===== src/rtl/fast_pkg.sv =====
// Shared types and helpers for the FAST sliding-window patch scheduler.
// Latency: n/a (types and constant functions only).
// Backpressure: n/a.
package fast_pkg;

   // Write-side FSM: which half of the row-FIFO bank the next beat lands in.
   typedef enum logic [1:0] {
      ST_IDLE  = 2'd0,
      ST_WR_LO = 2'd1,
      ST_WR_HI = 2'd2
   } wr_state_e;

   // Ceiling log2, usable in parameter and port-width expressions.
   function automatic int clog2(input int value);
      int r;
      r = 0;
      for (int i = 0; i < 31; i++) begin
         if ((1 << i) < value) r = i + 1;
      end
      return r;
   endfunction

endpackage


===== src/rtl/fast_swpb_rdctl.sv =====
// Read-side scheduler: pops all 8 row FIFOs together and tracks patch position.
// Latency: rd_en combinational; patch outputs registered one cycle after the valid_all beat.
// Backpressure: no read while any FIFO is empty or ds_ready is low; gaps hold all position state.
// Ports: fifo_empty/fifo_valid (FIFO status in), ds_ready (in), fifo_rd_en (out),
//        patch_valid, x_coord, y_coord, score_eol, frame_done (registered outputs).
module fast_swpb_rdctl
   import fast_pkg::*;
#(
   parameter int COL_NUM = 640,
   parameter int ROW_NUM = 480
) (
   input  logic                        clk,
   input  logic                        rst_n,
   input  logic [7:0]                  fifo_empty,
   input  logic [7:0]                  fifo_valid,
   input  logic                        ds_ready,
   output logic                        fifo_rd_en,
   output logic                        patch_valid,
   output logic [clog2(COL_NUM)-1:0]   x_coord,
   output logic [clog2(ROW_NUM)-1:0]   y_coord,
   output logic                        score_eol,
   output logic                        frame_done
);

   localparam int CW = clog2(COL_NUM);
   localparam int RW = clog2(ROW_NUM);

   logic [CW-1:0] col_cnt;
   logic [RW-1:0] row_base;
   logic          valid_all;
   logic          col_last;
   logic          strip_last;

   // Gated by rst_n so the read strobe is quiet for the whole reset window.
   assign fifo_rd_en = rst_n & ds_ready & ~(|fifo_empty);
   assign valid_all  = &fifo_valid;
   assign col_last   = (col_cnt == CW'(COL_NUM - 1));
   assign strip_last = (row_base == RW'(ROW_NUM - 8));

   always_ff @(posedge clk or negedge rst_n) begin
      if (!rst_n) begin
         col_cnt     <= '0;
         row_base    <= '0;
         patch_valid <= 1'b0;
         x_coord     <= '0;
         y_coord     <= '0;
         score_eol   <= 1'b0;
         frame_done  <= 1'b0;
      end else begin
         patch_valid <= 1'b0;
         score_eol   <= 1'b0;
         frame_done  <= 1'b0;
         if (valid_all) begin
            col_cnt <= col_last ? '0 : col_cnt + CW'(1);
            // Strips overlap by 6 rows: advance 2 rows per completed strip.
            if (col_last) row_base <= strip_last ? '0 : row_base + RW'(2);
            // A 7-wide window is complete once columns 0..6 have arrived;
            // the centre column lags the newest one by 3.
            if (col_cnt >= CW'(6)) begin
               patch_valid <= 1'b1;
               x_coord     <= col_cnt - CW'(3);
               y_coord     <= row_base + RW'(3);
            end
            score_eol  <= col_last;
            frame_done <= col_last & strip_last;
         end
      end
   end

endmodule


===== src/rtl/fast_swpb_sched.sv =====
// Top: splits a 4-pixel AXIS stream across 8 row FIFOs and schedules column reads into patches.
// Latency: tready combinational; fifo_wr_en/fifo_din one cycle after handshake; patches per rdctl.
// Backpressure: tready drops while any FIFO in the targeted half is full; reads wait on ds_ready.
// Ports: s_axis_* (pixel stream), fifo_* (row FIFO bank control/status), ds_ready,
//        patch_valid/x_coord/y_coord/score_eol/frame_done (patch position).
// Option: define FAST_SWPB_SCHED_TLAST_CHECK_EN to add a sticky tlast_err output
//         flagging tlast not matching the last beat of a strip.
module fast_swpb_sched
   import fast_pkg::*;
#(
   parameter int COL_NUM = 640,
   parameter int ROW_NUM = 480
) (
   input  logic                        clk,
   input  logic                        rst_n,
   input  logic [31:0]                 s_axis_tdata,
   input  logic                        s_axis_tvalid,
   input  logic                        s_axis_tlast,
   output logic                        s_axis_tready,
   input  logic [7:0]                  fifo_full,
   input  logic [7:0]                  fifo_empty,
   input  logic [7:0]                  fifo_valid,
   output logic [7:0]                  fifo_wr_en,
   output logic [31:0]                 fifo_din,
   output logic                        fifo_rd_en,
   input  logic                        ds_ready,
`ifdef FAST_SWPB_SCHED_TLAST_CHECK_EN
   output logic                        tlast_err,
`endif
   output logic                        patch_valid,
   output logic [clog2(COL_NUM)-1:0]   x_coord,
   output logic [clog2(ROW_NUM)-1:0]   y_coord,
   output logic                        score_eol,
   output logic                        frame_done
);

   localparam int BEATS = 2 * COL_NUM;
   localparam int BW    = clog2(BEATS);

   wr_state_e     state, state_nxt;
   logic          hs;
   logic [BW-1:0] beat_cnt;

   always_comb begin
      state_nxt     = state;
      s_axis_tready = 1'b0;
      case (state)
         ST_IDLE: state_nxt = ST_WR_LO;
         ST_WR_LO: begin
            s_axis_tready = ~(|fifo_full[3:0]);
            if (s_axis_tvalid && s_axis_tready) state_nxt = ST_WR_HI;
         end
         ST_WR_HI: begin
            s_axis_tready = ~(|fifo_full[7:4]);
            if (s_axis_tvalid && s_axis_tready) state_nxt = ST_WR_LO;
         end
         default: state_nxt = ST_IDLE;
      endcase
   end

   assign hs = s_axis_tvalid & s_axis_tready;

   always_ff @(posedge clk or negedge rst_n) begin
      if (!rst_n) begin
         state      <= ST_IDLE;
         fifo_wr_en <= 8'h00;
         fifo_din   <= '0;
         beat_cnt   <= '0;
      end else begin
         state      <= state_nxt;
         fifo_wr_en <= 8'h00;
         if (hs) begin
            // Even beats carry pixels for rows 0-3, odd beats for rows 4-7.
            fifo_wr_en <= (state == ST_WR_HI) ? 8'hF0 : 8'h0F;
            fifo_din   <= s_axis_tdata;
            beat_cnt   <= (beat_cnt == BW'(BEATS - 1)) ? '0 : beat_cnt + BW'(1);
         end
      end
   end

`ifdef FAST_SWPB_SCHED_TLAST_CHECK_EN
   always_ff @(posedge clk or negedge rst_n) begin
      if (!rst_n) tlast_err <= 1'b0;
      else if (hs && (s_axis_tlast != (beat_cnt == BW'(BEATS - 1)))) tlast_err <= 1'b1;
   end
`else
   logic unused_tlast;
   assign unused_tlast = s_axis_tlast;
`endif

   fast_swpb_rdctl #(
      .COL_NUM (COL_NUM),
      .ROW_NUM (ROW_NUM)
   ) u_rdctl (
      .clk         (clk),
      .rst_n       (rst_n),
      .fifo_empty  (fifo_empty),
      .fifo_valid  (fifo_valid),
      .ds_ready    (ds_ready),
      .fifo_rd_en  (fifo_rd_en),
      .patch_valid (patch_valid),
      .x_coord     (x_coord),
      .y_coord     (y_coord),
      .score_eol   (score_eol),
      .frame_done  (frame_done)
   );

endmodule


===== config.mk =====
export PLATFORM = sky130hd
export DESIGN_NAME = fast_swpb_sched
export DESIGN_NICKNAME = d
export VERILOG_FILES = /design/src/rtl/fast_pkg.sv /design/src/rtl/fast_swpb_rdctl.sv /design/src/rtl/fast_swpb_sched.sv
export SDC_FILE = /design/constraint.sdc
export NUM_CORES = 1
export LEC_CHECK = 0
export CAP_MARGIN = 20
export CORE_MARGIN = 10
export CORE_UTILIZATION = 25
export DETAILED_ROUTE_END_ITERATION = 16
export PLACE_DENSITY_LB_ADDON = 0.1
export SLEW_MARGIN = 30
export SYNTH_ARGS = -nofsm -noshare
export SYNTH_HDL_FRONTEND = slang
export SYNTH_HIERARCHICAL = 1
export SYNTH_SLANG_ARGS = --single-unit

===== constraint.sdc =====
create_clock -name clk -period 2.7 [get_ports clk]
set_clock_uncertainty 0.15 [all_clocks]
set_input_delay 0.81 -clock clk [delete_from_list [all_inputs] [get_ports clk]]
set_output_delay 0.81 -clock clk [all_outputs]
set_load 0.02 [all_outputs]

# Word-level counts from Yosys, hierarchy flattened
# Cells that the tools add are included.
[totals]
reg_bits = 83
out_inout_bits = 64
[classes]
addsub = 4
order_cmp = 1
eq_ne = 6
mux = 12
n_bitwise = 7
reduce_logical = 10
[op_table]
columns = ["operator", "n"]
rows = [
  ["adder 9 x 2 -> 9 bit, second input constant", 2],
  ["AND reduction 9 bit", 2],
  ["2-to-1 mux 8 bit", 2],
  ["adder 10 x 1 -> 10 bit, second input constant", 1],
  ["== test 10 bit, second input constant", 1],
  ["greater-or-equal comparator 10 x 3 -> 1 bit, second input constant", 1],
  ["2-to-1 mux 10 bit", 1],
  ["subtractor 10 x 2 -> 10 bit, second input constant", 1],
  ["== test 9 bit, second input constant", 1],
  ["2-to-1 mux 9 bit", 1],
  ["AND reduction 8 bit", 1],
  ["OR reduction 4 bit", 2],
  ["OR reduction 8 bit", 1],
  ["one-hot mux 2 bit (3 select lines)", 1],
  ["bitwise AND 1 bit", 4],
  ["2-to-1 mux 1 bit", 4],
  ["2-to-1 mux 2 bit", 2],
  ["!= test 2 bit, second input constant", 2],
  ["NOT 1 bit", 3],
  ["== test 2 x 1 -> 1 bit, second input constant", 1],
  ["== test 2 bit, second input constant", 1],
  ["logical AND 1 bit", 2],
  ["zero test 2 bit", 1],
  ["one-hot mux 1 bit (2 select lines)", 1],
  ["AND reduction 2 bit", 1],
]

# Depth between registers and ports, before layout
[logic_depth]
ltp_word = 5
depth_mapped = 7
depth_no_buf = 5

# Modules after synthesis
# Netlist, hierarchy kept.
[modules_own_cells]
columns = ["mod", "n_inst", "cells_each", "area_each_um2"]
rows = [
  ["fast_swpb_rdctl", 1, 186, 2127.0],
  ["fast_swpb_sched", 1, 104, 1581.5],
]

# Worst setup path before layout
# OpenSTA, ideal clock, no wires.
[synth_timing]
path_kind = "input-to-output"
from = "in fifo_empty[3]"
to = "out fifo_rd_en"
arrival_time_ps = 2013
required_time_ps = 1740
path_slack_ps = -273
path_stages = 2
n_path_buf = 0
path_cell_list = "or4_1 nor4_1"
[synth_between]
elab_chain_cells = 3
[synth_lines]
columns = ["element", "line_no", "rtl"]
rows = [
  ["from (decl)", "fast_swpb_sched.sv:21", "input logic [7:0] fifo_empty,"],
  ["OR reduction 8 bit", "fast_swpb_rdctl.sv:35", "assign fifo_rd_en = rst_n & ds_ready & ~(|fifo_empty);"],
  ["NOT 1 bit", "fast_swpb_rdctl.sv:35", ""],
  ["bitwise AND 1 bit", "fast_swpb_rdctl.sv:35", ""],
  ["to (decl)", "fast_swpb_sched.sv:25", "output logic fifo_rd_en,"],
]
# No other way between the ends.

# Final worst setup path
[layout_timing]
from = "in fifo_empty[4]"
to = "out fifo_rd_en"
# Same word-level chain as after synthesis.

==> run summary <==
clock buffers created by TritonCTS: 9
commonest cells after routing, fill and taps aside: clkdlybuf4s50_1, dfrtp_1, mux2_4
crit path launch type: input port
Horiz. Die Dim: 142 µm
Hold Crit Class: in -> async
area of the placeable core: 14,500 µm²
Total Negative Setup Slacks: 0 ns
Cell Area, Placed: 5190 µm²
# Max-Cap Violations: 0
type of the setup path with the least slack: in -> out
Die Outline Area: 20,100 µm²
Post-Synthesis Net Count: 358
CTS sink cnt: 76
peak clock frequency supported by timing: 370 MHz
Area growth syn-to-layout: 48.1%
Vias: 2,670
setup violation total in the final timing report: 0
antenna diode count: 0
iteration-0 DRC count of the detailed router: 155
CP endpoint kind: primary output
CTS H-tree depth: 3
fin crit period: 2.70 ns
I/O pin cnt: 125
synthesis warning total: 6
WHS: 0.207 ns
Hold Buf Count CTS: 0
number of global-route vias before repair: 2,875
Placement Setup Slack: -0.898 ns
wire length per cell after detailed routing: 16.3 µm
# placed instances: 596
wire length of the first global-routing pass: 16,200 µm
leakage power: 2.38 nW
average size of a mapped cell: 12.8 µm²
Pwr Total: 3.52 mW
TritonCTS clock tree: yes
Post-Layout Cell Count: 615
number of standard-cell rows in the floorplan: 44
worst skew pair latency: 0.34 ns
Peak supply drop: 269 µV
clock-pin slew on the worst setup and hold paths: 0.06 ns
share of the clock period used by the worst path: 100%
IO Port Bufs: 123
total iterations of the first detailed-routing run: 4
vertical die dimension: 142 µm
DR DRC count: 0
highest fanout seen on the critical path: 1
Root Buffer: clkbuf_16
routability cong.: 0.839
Via density: 4.34
number of antenna violations at the first check in global routing: 0
Layout Utilization: 37.8%
share of synthesized area occupied by flip-flops and latches: 51.3%
Detailed Route WL: 10,000 µm
final net count: 494
Worst Slack Setup Final: 0.000772 ns
Syn Inst Count: 290
Seq cells post-synth: 76
overflow left after global routing: 0
fraction of final layout cells with drive strength greater than 1: 26.0%
total count of hold-check failures in the final report: 0
effective utilization at floorplan: 25.5%
combined area of all synthesized cells: 3710 µm²
post-route design area: 5490 µm²
transition time of the tightest slew-check pin: 0.718 ns
overall track demand over capacity in global routing: 10.1%
largest net degree at the start of global routing: 76
RSZ-0062 raised after global routing: true
count of nets left with antenna violations after detail routing: 0
most common library cell in the layout ignoring fill and taps: clkdlybuf4s50_1
count of final max-slew check failures: 0
half-perimeter wire length of the detailed placement result: 7390 µm
required arrival time at the worst endpoint: 1.74 ns
arrival time at the worst endpoint: 1.74 ns
synth unique cells: 46
Max-Slew Margin vs Limit: 52.2%
Pwr per Cell Area: 641 nW/µm²
CTS max path bufs: 2
status: complete, no violations
-- state kept, by name (all words and copies together), names as in the netlist --
name	count
fifo_din	32
u_rdctl/col_cnt	10
u_rdctl/x_coord	10
u_rdctl/y_coord	9
u_rdctl/row_base	8
fifo_wr_en	2
state	2
u_rdctl/frame_done	1
u_rdctl/patch_valid	1
u_rdctl/score_eol	1
-- synthesized netlist by cell type (all sizes together) --
cell      n  area share (%)
nor3      4            0.54
o211ai    3            0.61
or4b      1            0.27
a211oi    1            0.20
and3      3            0.54
nor4      8             1.8
and2      2            0.34
a32o      2            0.54
nor3b     1            0.20
dfrtp    76              51
nand4     6             1.0
or4       6             1.5
mux2i     3            0.81
a21boi    2            0.40
o41ai     1            0.24
xnor2    15             3.5
inv      11             1.1
a2bb2oi   1            0.24
nand3     8             1.1
xor2      5             1.2
mux2     49              18
o21ai     5            0.67
and4      2            0.47
buf      17             4.0
or2       2            0.34
nand2    14             1.4
a21oi     7             1.0
o22ai     1            0.54
ha        7             2.4
o311a     1            0.27
nor4b     1            0.24
clkbuf    3            0.30
a22o      3            0.71
a211o     4            0.94
nor2     13             1.4
o31ai     2            0.40
-- power by group --
part / switching, mW / internal (mW) / total (mW)
Clock: 0.493 / 0.646 / 1.14
Sequential: 0.0889 / 1.31 / 1.40
Combinational: 0.436 / 0.546 / 0.982
-- per-layer routing --
metal,GRT usage [%],routed length (µm),vias to the layer above
li1,-,-,1307
met5,0,0,-
met2,15.6,4510,83
met1,12.8,4720,1274
met4,2.58,87,0
met3,4.34,723,6
-- worst max-delay path, cell delays in order --
cell	delay [ns]
buf_6	0.09
or4_4	0.52
nor4_2	0.14
buf_4	0.18
-- layout make-up --
type	count	area [µm²]
fill	1433	9040
sequential	76	1900
multi-input combinational	183	1650
timing repair buffer	145	1390
clock buffer	10	239
tap	184	230
inverter	11	41.3
clock inverter	6	40.0
-- cells by family after synthesis --
kind of cell / synth area share (%)
DFF: 51.3
and+or+nand+nor: 11.1
muxes: 18.3
AOI/OAI and AO/OA: 6.82
buffers and inverters: 5.40
adders and majority gates: 2.36
xor gates and xnor gates: 4.72
-- worst paths after layout --
path                                    startpoint                   to  slack (ns)  depth (start not counted)
worst max register to register  u_rdctl/col_cnt[1]  u_rdctl/row_base[1]        0.51                          5
max in group asynchronous                    rst_n   u_rdctl/x_coord[4]        1.33                          3
min in group clk                u_rdctl/y_coord[0]   u_rdctl/y_coord[0]        0.32                          1
worst min-delay path                         rst_n         fifo_din[31]        0.21                          2
worst min register to register  u_rdctl/y_coord[0]   u_rdctl/y_coord[0]        0.32                          1
worst max-delay path                 fifo_empty[4]           fifo_rd_en      0.0008                          4
-- repair_timing --
item | 4_1_cts | 5_1_grt
endpoints found under the setup margin | 2 | 2
pin swaps | 9 | 4
buffers inserted | 3 | 0
resized for setup | 53 | 3
(Power assumes the default switching activity.)
